<file path="src/rtl/sprite_motion_if.sv">
// Frame-rate control and descriptor bundle between the game logic and sprite_motion.
// Handshake: frame_tick is a one-cycle strobe with no ready; updated answers each strobe one cycle later.
interface sprite_motion_if;
    logic        frame_tick;
    logic        move_left;
    logic        move_right;
    logic        jump;
    logic [63:0] spriteData;
    logic        grounded;
    logic [1:0]  state;
    logic        updated;

    modport master (
        output frame_tick, move_left, move_right, jump,
        input  spriteData, grounded, state, updated
    );

    modport slave (
        input  frame_tick, move_left, move_right, jump,
        output spriteData, grounded, state, updated
    );
endinterface

</file>
<file path="src/rtl/sprite_motion.sv">
// Per-frame player motion: walk, jump and gravity against a flat floor, emitting {x, y, w, h}.
// Optional SPRITE_DOUBLE_JUMP_EN allows one extra jump while airborne, restored on landing.
module sprite_motion #(
    parameter int START_X    = 100,
    parameter int FLOOR_Y    = 40,
    parameter int WIDTH      = 32,
    parameter int HEIGHT     = 48,
    parameter int SCREEN_W   = 640,
    parameter int WALK_SPEED = 4,
    parameter int JUMP_VEL   = 12,
    parameter int GRAVITY    = 1,
    parameter int MAX_FALL   = 10
) (
    input logic            clock,
    input logic            resetn,
    sprite_motion_if.slave bus
);
    typedef enum logic [1:0] {GROUND = 2'd0, RISE = 2'd1, FALL = 2'd2} state_t;

    localparam logic signed [16:0] X_MAX    = 17'(SCREEN_W - WIDTH);
    localparam logic signed [16:0] FLOOR    = 17'(FLOOR_Y);
    localparam logic signed [16:0] STEP_R   = 17'(WALK_SPEED);
    localparam logic signed [16:0] STEP_L   = 17'(-WALK_SPEED);
    localparam logic signed [15:0] JUMP_V   = 16'(JUMP_VEL);
    localparam logic signed [15:0] GRAV     = 16'(GRAVITY);
    localparam logic signed [15:0] FALL_MIN = 16'(-MAX_FALL);

    state_t             state_q, state_n;
    logic        [15:0] x_q, x_n, y_q, y_n;
    logic signed [15:0] vy_q, vy_n;
    logic               jump_prev_q, jump_pending_q, jump_pending_n;
    logic               updated_q;
`ifdef SPRITE_DOUBLE_JUMP_EN
    logic               air_jump_avail_q, air_jump_avail_n;
`endif

    logic               pending, take_jump, airborne;
    logic signed [16:0] dx, x_sum, y_sum;
    logic signed [15:0] vy_eff, vy_dec, vy_new;

    always_ff @(posedge clock or negedge resetn) begin
        if (!resetn) state_q <= GROUND;
        else         state_q <= state_n;
    end

    always_ff @(posedge clock or negedge resetn) begin
        if (!resetn) begin
            x_q            <= 16'(START_X);
            y_q            <= 16'(FLOOR_Y);
            vy_q           <= '0;
            jump_prev_q    <= 1'b0;
            jump_pending_q <= 1'b0;
            updated_q      <= 1'b0;
`ifdef SPRITE_DOUBLE_JUMP_EN
            air_jump_avail_q <= 1'b1;
`endif
        end else begin
            x_q            <= x_n;
            y_q            <= y_n;
            vy_q           <= vy_n;
            jump_prev_q    <= bus.jump;
            jump_pending_q <= jump_pending_n;
            updated_q      <= bus.frame_tick;
`ifdef SPRITE_DOUBLE_JUMP_EN
            air_jump_avail_q <= air_jump_avail_n;
`endif
        end
    end

    // An edge arriving in the tick cycle itself still counts for that tick.
    always_comb begin
        pending  = jump_pending_q | (bus.jump & ~jump_prev_q);
        airborne = (state_q != GROUND);
`ifdef SPRITE_DOUBLE_JUMP_EN
        take_jump = pending & (!airborne | air_jump_avail_q);
`else
        take_jump = pending & !airborne;
`endif
        if (bus.move_right && !bus.move_left)      dx = STEP_R;
        else if (bus.move_left && !bus.move_right) dx = STEP_L;
        else                                       dx = '0;
        x_sum  = $signed({1'b0, x_q}) + dx;
        vy_eff = take_jump ? JUMP_V : vy_q;
        y_sum  = $signed({1'b0, y_q}) + 17'(vy_eff);
        vy_dec = vy_eff - GRAV;
        vy_new = (vy_dec < FALL_MIN) ? FALL_MIN : vy_dec;

        state_n        = state_q;
        x_n            = x_q;
        y_n            = y_q;
        vy_n           = vy_q;
        jump_pending_n = pending;
`ifdef SPRITE_DOUBLE_JUMP_EN
        air_jump_avail_n = air_jump_avail_q;
`endif
        if (bus.frame_tick) begin
            jump_pending_n = 1'b0;
            if (x_sum < 0)          x_n = '0;
            else if (x_sum > X_MAX) x_n = X_MAX[15:0];
            else                    x_n = x_sum[15:0];

            if (airborne && y_sum <= FLOOR) begin
                y_n     = FLOOR[15:0];
                vy_n    = '0;
                state_n = GROUND;
`ifdef SPRITE_DOUBLE_JUMP_EN
                air_jump_avail_n = 1'b1;
`endif
            end else if (airborne || take_jump) begin
                y_n     = y_sum[15:0];
                vy_n    = vy_new;
                state_n = (vy_new <= 0) ? FALL : RISE;
`ifdef SPRITE_DOUBLE_JUMP_EN
                if (airborne && take_jump) air_jump_avail_n = 1'b0;
`endif
            end
        end
    end

    always_comb begin
        bus.spriteData = {x_q, y_q, 16'(WIDTH), 16'(HEIGHT)};
        bus.grounded   = (state_q == GROUND);
        bus.state      = state_q;
        bus.updated    = updated_q;
    end
endmodule

</file>
<file path="src/flat_wrapper.sv">
// flat-port wrapper written by rule: the top's interface ports become plain ports
module sprite_motion_flat 
#(
    parameter int START_X    = 100,
    parameter int FLOOR_Y    = 40,
    parameter int WIDTH      = 32,
    parameter int HEIGHT     = 48,
    parameter int SCREEN_W   = 640,
    parameter int WALK_SPEED = 4,
    parameter int JUMP_VEL   = 12,
    parameter int GRAVITY    = 1,
    parameter int MAX_FALL   = 10
)
  (clock, resetn, bus_frame_tick, bus_move_left, bus_move_right, bus_jump, bus_spriteData, bus_grounded, bus_state, bus_updated);
  sprite_motion_if bus_i ();
  input logic clock;
  input logic resetn;
  input wire logic [$bits(bus_i.frame_tick)-1:0] bus_frame_tick;
  input wire logic [$bits(bus_i.move_left)-1:0] bus_move_left;
  input wire logic [$bits(bus_i.move_right)-1:0] bus_move_right;
  input wire logic [$bits(bus_i.jump)-1:0] bus_jump;
  output wire logic [$bits(bus_i.spriteData)-1:0] bus_spriteData;
  output wire logic [$bits(bus_i.grounded)-1:0] bus_grounded;
  output wire logic [$bits(bus_i.state)-1:0] bus_state;
  output wire logic [$bits(bus_i.updated)-1:0] bus_updated;
  assign bus_i.frame_tick = bus_frame_tick;
  assign bus_i.move_left = bus_move_left;
  assign bus_i.move_right = bus_move_right;
  assign bus_i.jump = bus_jump;
  assign bus_spriteData = bus_i.spriteData;
  assign bus_grounded = bus_i.grounded;
  assign bus_state = bus_i.state;
  assign bus_updated = bus_i.updated;
  sprite_motion #(.START_X(START_X), .FLOOR_Y(FLOOR_Y), .WIDTH(WIDTH), .HEIGHT(HEIGHT), .SCREEN_W(SCREEN_W), .WALK_SPEED(WALK_SPEED), .JUMP_VEL(JUMP_VEL), .GRAVITY(GRAVITY), .MAX_FALL(MAX_FALL)) u_core (.clock(clock), .resetn(resetn), .bus(bus_i));
endmodule
</file>
<file path="config.mk">
export PLATFORM = sky130hd
export DESIGN_NAME = sprite_motion_flat
export DESIGN_NICKNAME = d
export VERILOG_FILES = /design/src/rtl/sprite_motion_if.sv /design/src/rtl/sprite_motion.sv /design/src/flat_wrapper.sv
export SDC_FILE = /design/constraint.sdc
export NUM_CORES = 1
export LEC_CHECK = 0
export BUFFER_PORTS_ARGS = -buffer_cell sky130_fd_sc_hd__buf_2
export CORE_ASPECT_RATIO = 0.8
export CORE_MARGIN = 10
export CORE_UTILIZATION = 62
export DETAILED_ROUTE_END_ITERATION = 10
export PLACE_DENSITY = 0.88
export SLEW_MARGIN = 20
export SYNTH_ARGS = -nofsm -noshare
export SYNTH_HDL_FRONTEND = slang
export SYNTH_SLANG_ARGS = --single-unit
</file>
<file path="constraint.sdc">
create_clock -name clock -period 7.95 [get_ports clock]
set_clock_uncertainty 0.05 [all_clocks]
set_input_delay 1.59 -clock clock [delete_from_list [all_inputs] [get_ports clock]]
set_output_delay 1.59 -clock clock [all_outputs]
set_load 0.01 [all_outputs]
</file>
==> summary.md <==
| Metric | Value |
|---|---|
| Final worst slack | around 1.8 ns |
| Share of the yosys chip area belonging to registers | approximately 27% |
| Placed cells | about 690 |
| Resized Gates After CTS | 0 |
| Drt first-iter violations | between 500 and 600 |
| WP data required | between 8 and 9 ns |
| Outcome | finished, final reports clean |
| Crit. End Element | register |
| Final slew viol count | 0 |
| R2R depth | 20 |
| R2R Setup Slk | between 2 and 3 ns |
| Worst-skew pair later-pin latency | just over 0.3 ns |
| TritonCTS clock tree | built |
| Gpl congestion | between 0.9 and 1 |
| Number of synthesized flops with an enable pin | 0 |
| Critical R2R Launch | u_core.bus.state[0] |
| # setup viols final | 0 |
| Root Buffer | clkbuf_8 |
| Clock transition at path regs | 0.10 ns |
| Worst IR Drop VDD | 144.5 uV |
| All-Layer GR Usage | ~21% |
| Worst Path Max Fanout | 36 |
| Final HPWL DP | 9387 um |
| Min-delay worst type | reg2reg |
| Top FF cell, synth | dfrtp_1 |
| Most common cell after layout, fill and taps aside | nand2_1 |
| Share of post-route cells with drive strength above 1 | between 10 and 15% |
| Top cell type by total area after synthesis | dfrtp_1 |
| Max-slew headroom | 55.60% |
| Initial DRT Pass Iterations | 5 |
| Max_cap viols | 0 |
| Worst-Margin Slew | approximately 0.67 ns |
| Highest clock rate | between 0.15 and 0.2 GHz |
| Initial antenna violation count | 0 |
| Core area | approximately 7400 sq um |
| Synth top area share | between 20% and 30% |
| CP Launch Type | input pin |
| Antenna Cells | 0 |
| First-pass GRT wire length | slightly above 20000 um |
| Sink Count | just over 50 |
| Largest net degree at the start of global routing | between 50 and 60 |
| Post-CTS setup repair buffer count | 0 |
| Final hold viol count | 0 |
| Most frequent cells in the layout | 60 x nand2_1, 46 x a21oi_1, 46 x dfrtp_1, 41 x nor2_1, 39 x buf_2 |
| Critical path class | in2reg |
| Chip width | roughly 120 um |
| CTS max path bufs | 2 |
| Starting Density | 63.50% |
| Lkg Pwr | 0.002229 uW |
| DRT antenna net count | 0 |
| Synth Warn # | 0 |
| Async set or reset register ratio after synthesis | 100.0% |
| Die area | 11430 sq um |
| RSZ-0062 raised after global routing | no |
| Worst hold slack | 0.4433 ns |
| Fin crit share | 77.45% |
| WL final | 12470 um |
| Critical Path Sink | u_core.vy_q[5] |
| Hold buffers post-CTS | 0 |
| Library cells used by synthesis | 71 |
| TritonCTS Buffers | 5 |
| R2R Path End | u_core.vy_q[5] |
| Fin crit period | between 6 and 7 ns |
| Area growth syn-to-layout | 3.830% |
| Pwr per Cell Area | between 300 and 400 nW/um^2 |
| Rows | 28 |
| H-Tree Depth | 2 |
| DR vias | about 4.5k |
| Multi-input logic area | approximately 3000 sq um |
| Setup TNS Final | 0 ns |
| Total grt overflow | 0 |
| Post-Synthesis Cells | slightly below 600 |
| Ranking of synthesized cells by area | dfrtp_1 25%, ha_1 7.0%, xnor2_1 6.0% |
| Fin cells | approximately 700 |
| Synth Register Bits | a little over 50 |
| Mapped Area | ~4700 sq um |
| DP Worst Slack | approximately 1.4 ns |
| Fillcell total | about 600 |
| Register Area | around 1300 sq um |
| Routed length per instance | around 18 um |
| Vias in the first global route | 4277 |
| Nets | 640 |
| Vias/cell | approximately 6.5 |
| Chip Height | slightly below 100 um |
| Arrival @ worst endpoint | ~6.3 ns |
| Port Buffers | 39 |
| Syn avg cell area | 7.959 sq um |
| Setup crit start | bus_jump |
| IO Pins | 74 |
| DR DRC count | 0 |
## how the worst min path moves through the flow
stage,startpoint,to,slack (ns),cells past startpoint
floorplan,u_core.vy_q[13],u_core.vy_q[13],0.40,2
global placement,u_core.x_q[2],u_core.x_q[2],0.43,1
detailed placement,u_core.x_q[2],u_core.x_q[2],0.43,1
CTS,u_core.x_q[2],u_core.x_q[2],0.45,1
global route,u_core.x_q[6],u_core.x_q[6],0.46,1
finish,u_core.x_q[2],u_core.x_q[2],0.44,1
## critical path, stage by stage
cell	delay, ns
buf_2	0.11
nor2b_1	0.17
o21ai_2	0.12
buf_4	0.36
nand2_1	0.14
inv_1	0.10
ha_1	0.20
fa_1	0.22
a21o_1	0.23
o22ai_1	0.15
a222oi_1	0.62
a211oi_1	0.19
xnor2_1	0.17
a2111oi_0	0.42
nand4_1	0.24
o31ai_4	0.66
buf_6	0.26
nand2b_1	0.18
o221ai_1	0.13
## cells by family (layout without fill, tap and decap cells)
kind of cell | after synthesis | count (layout) | share of synthesized area, %
xor gates and xnor gates | 43 | 43 | 8.382
muxes | 1 | 1 | 0.2143
buffers and inverters | 95 | 83 | 10.79
other | 2 | 34 | 0.1607
AOI/OAI and AO/OA | 183 | 183 | 26.11
and+or+nand+nor | 182 | 182 | 18.64
adders and majority gates | 30 | 30 | 8.249
DFF | 51 | 51 | 27.45
## Yosys cell counts (3+ instances only)
library cell	instances
a211oi_1	4
a21o_1	7
a21oi_1	46
a22o_1	5
a31oi_1	7
a32oi_1	3
and2_1	5
buf_2	7
buf_4	37
clkbuf_1	19
dfrtp_1	46
dfstp_2	5
ha_1	26
inv_1	29
nand2_1	60
nand2b_1	10
nand3_1	10
nand4_1	8
nor2_1	41
nor2b_1	9
nor3_1	17
nor3b_1	3
o211ai_1	8
o21ai_0	37
o21ai_1	5
o21bai_1	3
o221ai_1	6
o22ai_1	8
o2bb2ai_1	8
o31ai_1	9
or2_2	3
or3_1	7
xnor2_1	32
xor2_1	10
## final cells by class
class	instances	share of cell area (%)
multi-input combinational	473	62.14
sequential	51	26.44
timing repair buffer	44	4.875
inverter	31	2.399
tap	90	2.321
clock buffer	5	1.419
clock inverter	3	0.4127
## metrics by stage
| step | instance area [sq um] | total power [uW] | utilization [%] |
|---|---|---|---|
| final | 4851 | 1515 | 65.94 |
| after global routing | 4851 | 1626 | 65.94 |
| after CTS | 4840 | 1487 | 65.78 |
| after detailed placement | 4751 | 1326 | 64.57 |
| after global placement | 4751 | 1297 | 64.57 |
| after floorplan | 4792 | 1122 | - |
## flip-flops by register name, summed over array words and instances (netlist names)
| register | count |
|---|---|
| u_core.bus.updated | 1 |
| u_core.vy_q | 16 |
| u_core.bus.state | 2 |
| u_core.y_q | 16 |
| u_core.jump_pending_q | 1 |
| u_core.jump_prev_q | 1 |
| u_core.x_q | 14 |
## report_power, final
group / internal, uW / total [uW] / switching [uW]
combinational: 364 / 886 / 521
sequential: 328 / 476 / 148
clock: 61.5 / 154 / 92.2
total: 754 / 1520 / 761
## layer usage
metal	wire length [um]	part of all wire (%)	track usage, %	vias to the layer above
met5	0	0	0	-
met4	274	2.2	6.452	0
met3	1259	10	3.025	31
met2	5575	45	32.66	274
met1	5359	43	30.31	2117
li1	-	-	-	2080
(Power assumes the default switching activity.)
